===== src/rtl/lock_access_ctrl_if.sv =====
// Button/keypad levels in, single-cycle datapath commands and lock status out.
// Pure wiring bundle: no latency and no backpressure of its own.
interface lock_access_ctrl_if;
    logic       OPEN_BTN;
    logic       CLOSE_BTN;
    logic       SET_BTN;
    logic       KEY_P;
    logic       EQ;
    logic       OPEN_CMD;
    logic       CLOSE_CMD;
    logic       SET_CMD;
    logic       KEY_EN;
    logic       UNLOCKED;
    logic       LOCKOUT;
    logic       ALARM;
    logic [3:0] FAIL_CNT;

    modport master (
        output OPEN_BTN, CLOSE_BTN, SET_BTN, KEY_P, EQ,
        input  OPEN_CMD, CLOSE_CMD, SET_CMD, KEY_EN, UNLOCKED, LOCKOUT, ALARM, FAIL_CNT
    );

    modport slave (
        input  OPEN_BTN, CLOSE_BTN, SET_BTN, KEY_P, EQ,
        output OPEN_CMD, CLOSE_CMD, SET_CMD, KEY_EN, UNLOCKED, LOCKOUT, ALARM, FAIL_CNT
    );
endinterface


===== src/rtl/lock_access_ctrl.sv =====
// Lock command sequencer: button edges -> datapath pulses, failure lockout, idle auto-relock.
// One cycle from first sampled button level to registered output; no backpressure, excess edges are dropped.
module lock_access_ctrl #(
    parameter int MAX_FAIL       = 3,
    parameter int LOCKOUT_CYCLES = 1000,
    parameter int RELOCK_CYCLES  = 5000,
    parameter int CNT_W          = 16
) (
    input  logic              CLK,
    input  logic              RESET,
    lock_access_ctrl_if.slave bus
);
    typedef enum logic [1:0] {S_IDLE, S_UNLOCKED, S_LOCKOUT} state_t;

    localparam logic [CNT_W-1:0] RELOCK_LD  = CNT_W'(RELOCK_CYCLES - 1);
    localparam logic [CNT_W-1:0] LOCKOUT_LD = CNT_W'(LOCKOUT_CYCLES - 1);
    localparam logic [CNT_W-1:0] ONE        = CNT_W'(1);
    localparam logic [4:0]       MAX_W      = 5'(MAX_FAIL);
    localparam logic [3:0]       MAX_C      = 4'(MAX_FAIL);

    state_t           state_q, state_d;
    logic [CNT_W-1:0] timer_q, timer_d;
    logic [3:0]       fail_q, fail_d;
    logic             alarm_q, alarm_d;
    logic             open_cmd_q, open_cmd_d;
    logic             close_cmd_q, close_cmd_d;
    logic             set_cmd_q, set_cmd_d;
    logic             open_h, close_h, set_h, key_h;
    logic             open_e, close_e, set_e, key_e;
    logic             open_sel, set_sel;
    logic [4:0]       fail_inc;

    assign open_e   = bus.OPEN_BTN  & ~open_h;
    assign close_e  = bus.CLOSE_BTN & ~close_h;
    assign set_e    = bus.SET_BTN   & ~set_h;
    assign key_e    = bus.KEY_P     & ~key_h;

    // CLOSE beats SET beats OPEN; losers are simply dropped for this cycle
    assign set_sel  = set_e & ~close_e;
    assign open_sel = open_e & ~close_e & ~set_e;
    assign fail_inc = {1'b0, fail_q} + 5'd1;

    always_ff @(posedge CLK) begin
        if (RESET) begin
            state_q     <= S_IDLE;
            timer_q     <= '0;
            fail_q      <= '0;
            alarm_q     <= 1'b0;
            open_cmd_q  <= 1'b0;
            close_cmd_q <= 1'b0;
            set_cmd_q   <= 1'b0;
            open_h      <= 1'b0;
            close_h     <= 1'b0;
            set_h       <= 1'b0;
            key_h       <= 1'b0;
        end else begin
            state_q     <= state_d;
            timer_q     <= timer_d;
            fail_q      <= fail_d;
            alarm_q     <= alarm_d;
            open_cmd_q  <= open_cmd_d;
            close_cmd_q <= close_cmd_d;
            set_cmd_q   <= set_cmd_d;
            open_h      <= bus.OPEN_BTN;
            close_h     <= bus.CLOSE_BTN;
            set_h       <= bus.SET_BTN;
            key_h       <= bus.KEY_P;
        end
    end

    always_comb begin
        state_d     = state_q;
        timer_d     = timer_q;
        fail_d      = fail_q;
        alarm_d     = alarm_q;
        open_cmd_d  = 1'b0;
        close_cmd_d = 1'b0;
        set_cmd_d   = 1'b0;
        case (state_q)
            S_IDLE: begin
                if (close_e) begin
                    close_cmd_d = 1'b1;
                end else if (open_sel) begin
                    if (bus.EQ) begin
                        open_cmd_d = 1'b1;
                        fail_d     = '0;
                        timer_d    = RELOCK_LD;
                        state_d    = S_UNLOCKED;
                    end else if (fail_inc >= MAX_W) begin
                        close_cmd_d = 1'b1;
                        fail_d      = MAX_C;
                        alarm_d     = 1'b1;
                        timer_d     = LOCKOUT_LD;
                        state_d     = S_LOCKOUT;
                    end else begin
                        // wrong code: clear the entered digits and count the miss
                        close_cmd_d = 1'b1;
                        fail_d      = fail_inc[3:0];
                    end
                end
            end
            S_UNLOCKED: begin
                if (close_e) begin
                    close_cmd_d = 1'b1;
                    state_d     = S_IDLE;
                end else if (set_sel || key_e) begin
                    // activity reload takes precedence over an expiring timer
                    set_cmd_d = set_sel;
                    timer_d   = RELOCK_LD;
                end else if (timer_q == '0) begin
                    close_cmd_d = 1'b1;
                    state_d     = S_IDLE;
                end else begin
                    timer_d = timer_q - ONE;
                end
            end
            S_LOCKOUT: begin
                if (timer_q == '0) begin
                    fail_d  = '0;
                    alarm_d = 1'b0;
                    state_d = S_IDLE;
                end else begin
                    timer_d = timer_q - ONE;
                end
            end
            default: state_d = S_IDLE;
        endcase
    end

    assign bus.OPEN_CMD  = open_cmd_q;
    assign bus.CLOSE_CMD = close_cmd_q;
    assign bus.SET_CMD   = set_cmd_q;
    assign bus.KEY_EN    = (state_q != S_LOCKOUT);
    assign bus.UNLOCKED  = (state_q == S_UNLOCKED);
    assign bus.LOCKOUT   = (state_q == S_LOCKOUT);
    assign bus.ALARM     = alarm_q;
    assign bus.FAIL_CNT  = fail_q;
endmodule

===== src/flat_wrapper.sv =====
// flat-port wrapper written by rule: the top's interface ports become plain ports
module lock_access_ctrl_flat 
#(
    parameter int MAX_FAIL       = 3,
    parameter int LOCKOUT_CYCLES = 1000,
    parameter int RELOCK_CYCLES  = 5000,
    parameter int CNT_W          = 16
)
  (CLK, RESET, bus_OPEN_BTN, bus_CLOSE_BTN, bus_SET_BTN, bus_KEY_P, bus_EQ, bus_OPEN_CMD, bus_CLOSE_CMD, bus_SET_CMD, bus_KEY_EN, bus_UNLOCKED, bus_LOCKOUT, bus_ALARM, bus_FAIL_CNT);
  lock_access_ctrl_if bus_i ();
  input  logic CLK;
  input  logic RESET;
  input wire logic [$bits(bus_i.OPEN_BTN)-1:0] bus_OPEN_BTN;
  input wire logic [$bits(bus_i.CLOSE_BTN)-1:0] bus_CLOSE_BTN;
  input wire logic [$bits(bus_i.SET_BTN)-1:0] bus_SET_BTN;
  input wire logic [$bits(bus_i.KEY_P)-1:0] bus_KEY_P;
  input wire logic [$bits(bus_i.EQ)-1:0] bus_EQ;
  output wire logic [$bits(bus_i.OPEN_CMD)-1:0] bus_OPEN_CMD;
  output wire logic [$bits(bus_i.CLOSE_CMD)-1:0] bus_CLOSE_CMD;
  output wire logic [$bits(bus_i.SET_CMD)-1:0] bus_SET_CMD;
  output wire logic [$bits(bus_i.KEY_EN)-1:0] bus_KEY_EN;
  output wire logic [$bits(bus_i.UNLOCKED)-1:0] bus_UNLOCKED;
  output wire logic [$bits(bus_i.LOCKOUT)-1:0] bus_LOCKOUT;
  output wire logic [$bits(bus_i.ALARM)-1:0] bus_ALARM;
  output wire logic [$bits(bus_i.FAIL_CNT)-1:0] bus_FAIL_CNT;
  assign bus_i.OPEN_BTN = bus_OPEN_BTN;
  assign bus_i.CLOSE_BTN = bus_CLOSE_BTN;
  assign bus_i.SET_BTN = bus_SET_BTN;
  assign bus_i.KEY_P = bus_KEY_P;
  assign bus_i.EQ = bus_EQ;
  assign bus_OPEN_CMD = bus_i.OPEN_CMD;
  assign bus_CLOSE_CMD = bus_i.CLOSE_CMD;
  assign bus_SET_CMD = bus_i.SET_CMD;
  assign bus_KEY_EN = bus_i.KEY_EN;
  assign bus_UNLOCKED = bus_i.UNLOCKED;
  assign bus_LOCKOUT = bus_i.LOCKOUT;
  assign bus_ALARM = bus_i.ALARM;
  assign bus_FAIL_CNT = bus_i.FAIL_CNT;
  lock_access_ctrl #(.MAX_FAIL(MAX_FAIL), .LOCKOUT_CYCLES(LOCKOUT_CYCLES), .RELOCK_CYCLES(RELOCK_CYCLES), .CNT_W(CNT_W)) u_core (.CLK(CLK), .RESET(RESET), .bus(bus_i));
endmodule

===== config.mk =====
export PLATFORM = sky130hd
export DESIGN_NAME = lock_access_ctrl_flat
export DESIGN_NICKNAME = d
export VERILOG_FILES = /design/src/rtl/lock_access_ctrl_if.sv /design/src/rtl/lock_access_ctrl.sv /design/src/flat_wrapper.sv
export SDC_FILE = /design/constraint.sdc
export NUM_CORES = 1
export LEC_CHECK = 0
export ABC_CLOCK_PERIOD_IN_PS = 3130
export CORE_MARGIN = 2
export CORE_UTILIZATION = 57
export DETAILED_ROUTE_END_ITERATION = 7
export PLACE_DENSITY = 0.79
export SLEW_MARGIN = 20
export SYNTH_ARGS = -nofsm -noshare
export SYNTH_HDL_FRONTEND = slang
export SYNTH_SLANG_ARGS = --single-unit

===== constraint.sdc =====
create_clock -name CLK -period 3.13 [get_ports CLK]
set_clock_uncertainty 0.15 [all_clocks]
set_input_delay 0.626 -clock CLK [delete_from_list [all_inputs] [get_ports CLK]]
set_output_delay 0.626 -clock CLK [all_outputs]
set_load 0.02 [all_outputs]

==> metrics.md <==
| Metric | Value |
|---|---|
| Status | `complete, no violations` |
| Longest Clk Path Bufs | `2` |
| Num CTS Buffers | `5` |
| H-tree depth | `2` |
| Primary FF master, synth | `dfxtp_1` |
| Clk pwr share | `17.5%` |
| Min cycle time layout | `between 2000 and 3000 ps` |
| RSZ-0062 raised after global routing | `no` |
| Synth cell types | `56` |
| Setup Crit Path Kind | `reg2out` |
| Flop pwr share | `35.1%` |
| Routability Congestion | `roughly 0.92` |
| Io pins | `18` |
| Syn avg cell area | `8.11 sq um` |
| Setup violators final | `0` |
| Fill count | `290` |
| Wire per inst | `roughly 17 um` |
| Max FFs per register | `16` |
| Reg-to-reg slack, setup | `580 ps` |
| Die area | `between 3000 and 4000 sq um` |
| FFs w/ async S/R, synth | `0%` |
| Cell area after layout | `about 2200 sq um` |
| IO Port Bufs | `17` |
| Syn Inst Count | `approximately 230` |
| Worst setup margin | `around 370 ps` |
| Syn Std Cell Area | `1890 sq um` |
| Critical Path Sink Type | `output pin` |
| Number of core rows | `20` |
| Syn nets | `approximately 250` |
| Worst skew pair latency | `~340 ps` |
| CTS Sinks | `30` |
| Synth-to-layout area growth | `14.1%` |
| Pre-Repair DR Iteration Count | `5` |
| Sw Share | `approximately 43%` |
| Chip Width | `about 62 um` |
| DIE HEIGHT | `just over 60 um` |
| Max_slew headroom | `between 50% and 60%` |
| Worst Hold End | `u_core.timer_q[15]$_SDFFE_PP0P_` |
| Placed cell count | `roughly 290` |
| Antenna diodes | `0` |
| Fmax | `between 300 and 400 MHz` |
| Remaining Overflow, GRT | `0` |
| Setup total negative slack | `0 ps` |
| Cell area power density | `between 500 and 600 nW/um^2` |
| Worst hold start | `u_core.timer_q[15]$_SDFFE_PP0P_` |
| Placed cell area | `approximately 2100 sq um` |
| Starting density of the core | `between 60% and 70%` |
| Internal power | `just over 700 uW` |
| First-pass GRT wire length | `approximately 8300 um` |
| Worst EP arrival | `1990 ps` |
| Worst Hold Depth | `2` |
| Via density | `6.57` |
| Place WS | `between 300 and 400 ps` |
| R2R depth | `7` |
| Final core utilization | `between 60% and 70%` |
| Vias in the first global route | `between 1,500 and 2,000` |
| Worst Tran Pin Value | `roughly 640 ps` |
| Critical register-to-register path endpoint | `u_core.timer_q[2]$_SDFFE_PP0P_` |
| P_leak | `~0.80 nW` |
| Design Power | `about 1.2 mW` |
| Dpl hpwl | `approximately 3600 um` |
| Layout cells sized above 1 | `between 10 and 15%` |
| Pins Over Slew Limit | `0` |
| DR vias | `between 1,500 and 2,000` |
| Hold buffer count at CTS | `0` |
| Postcts setup bufs | `0` |
| GR Util All Layers | `between 20% and 30%` |
| Worst EP required | `between 2000 and 2500 ps` |
| DR DRC count | `0` |
| Critical R2R Launch | `u_core.state_q[0]$_SDFFE_PP0P_` |
| Synthesis Warnings | `0` |
| Final hold violations | `0` |
| Post-synthesis register bit count | `30` |
| EDFF count, synth | `0` |
| Nets | `about 270` |
| Root Driver | `clkbuf_4` |
| Post_cts resized | `0` |
| Final wirelength | `just over 5000 um` |
| CTS tree | `done` |
| VDD IR max | `~0.35 mV` |
| HP Class | `reg2reg` |
| Reg with most FFs | `u_core.timer_q` |
| Max-cap violation count | `0` |
| Starting DRT DRC Count | `~160` |
| CP max FO | `8` |
| P_sw | `around 530 uW` |
| Critical Path Source Type | `register` |
| Initial antenna violation count | `0` |
| Core Area | `slightly above 3000 sq um` |
| Combinational fraction of design power | `47.5%` |
| Sequential-to-total area share from yosys stat | `about a third` |
| Post-DRT Antenna Nets | `0` |
| Largest net degree at the start of global routing | `20` |
| Period utilization | `between 80 and 90%` |
| Finished Layout Cells | `around 300` |
| CTS clk-pin slew, worst paths | `90 ps` |
| Hold slack | `between 300 and 400 ps` |
[logic make-up after synthesis]
family	after synthesis	share of synthesized area [%]
compound gates	81	30.7
fa+ha+maj	8	5.30
buf+inv	25	5.36
flops	30	31.8
mux	1	0.530
simple gates	88	26.3
[metal layers]
layer | vias up | part of all wire [%] | GRT usage, %
li1 | 914 | - | -
met1 | 906 | 43 | 38.1
met2 | 112 | 46 | 47.2
met3 | 6 | 10 | 7.35
met4 | 0 | 1.2 | 11.6
met5 | - | 0 | 0
[worst max path at each step]
| stage | slack, ps | from | end | cells after the start |
|---|---|---|---|---|
| after floorplan | 760 | u_core.bus.FAIL_CNT[0]$_SDFFE_PP0P_ | u_core.timer_q[5]$_SDFFE_PP0P_ | 8 |
| after global placement | 390 | bus_CLOSE_BTN | u_core.timer_q[3]$_SDFFE_PP0P_ | 6 |
| after detailed placement | 340 | bus_CLOSE_BTN | u_core.timer_q[3]$_SDFFE_PP0P_ | 6 |
| after CTS | 370 | u_core.state_q[0]$_SDFFE_PP0P_ | bus_KEY_EN | 4 |
| after global routing | 280 | u_core.state_q[0]$_SDFFE_PP0P_ | bus_KEY_EN | 4 |
| final | 370 | u_core.state_q[0]$_SDFFE_PP0P_ | bus_KEY_EN | 4 |
[synthesized netlist by cell type (5+ instances only)]
master | instances | area [sq um]
nand2_1 | 13 | 48.8
o21ai_0 | 16 | 80.1
nor4_1 | 5 | 31.3
nor2_1 | 19 | 71.3
inv_1 | 12 | 45.0
ha_1 | 8 | 100
nand3_1 | 6 | 30.0
a21oi_1 | 19 | 95.1
clkbuf_1 | 9 | 33.8
nor3_1 | 6 | 30.0
a211oi_1 | 5 | 37.5
nor2b_1 | 7 | 43.8
dfxtp_1 | 30 | 601
[cell type report]
class,count,area [sq um],area share [%]
multi-input cells,178,1190,55.1
flip-flops and latches,30,601,27.9
repair buffers,24,223,10.3
well taps,44,55.1,2.55
clock buffers,7,45.0,2.09
inverters,12,45.0,2.09
[cells in the final DEF (no fill, tap or decap), types with 3 or more instances in the layout]
master           netlist  layout
a211oi_1               5       5
a21oi_1               19      19
a31oi_1                3       3
buf_4                  1       7
clkbuf_4               0       5
clkdlybuf4s50_1        0      17
dfxtp_1               30      30
ha_1                   8       8
inv_1                 12      12
nand2_1               13      13
nand2b_1               4       4
nand3_1                6       6
nor2_1                19      19
nor2b_1                7       7
nor3_1                 6       6
nor3b_1                3       3
nor4_1                 5       5
o21ai_0               16      16
o21ai_1                4       4
o31ai_1                4       4
o32ai_1                4       4
or2_2                  4       4
or4_1                  4       4
[worst max-delay path, cell delays in order, from the launching register on]
cell and delay (ps):
dfxtp_1 370, inv_1 100, ha_1 320, inv_1 210, clkdlybuf4s50_1 660
[power groups by stage]
stage,clock (mW),sequential [mW],combinational [mW]
global placement,0,0.441,0.557
finish,0.217,0.436,0.589
CTS,0.221,0.435,0.575
global route,0.236,0.440,0.639
floorplan,0,0.445,0.419
detailed placement,0,0.444,0.570
Note: power is estimated with default switching activity, not from simulation.
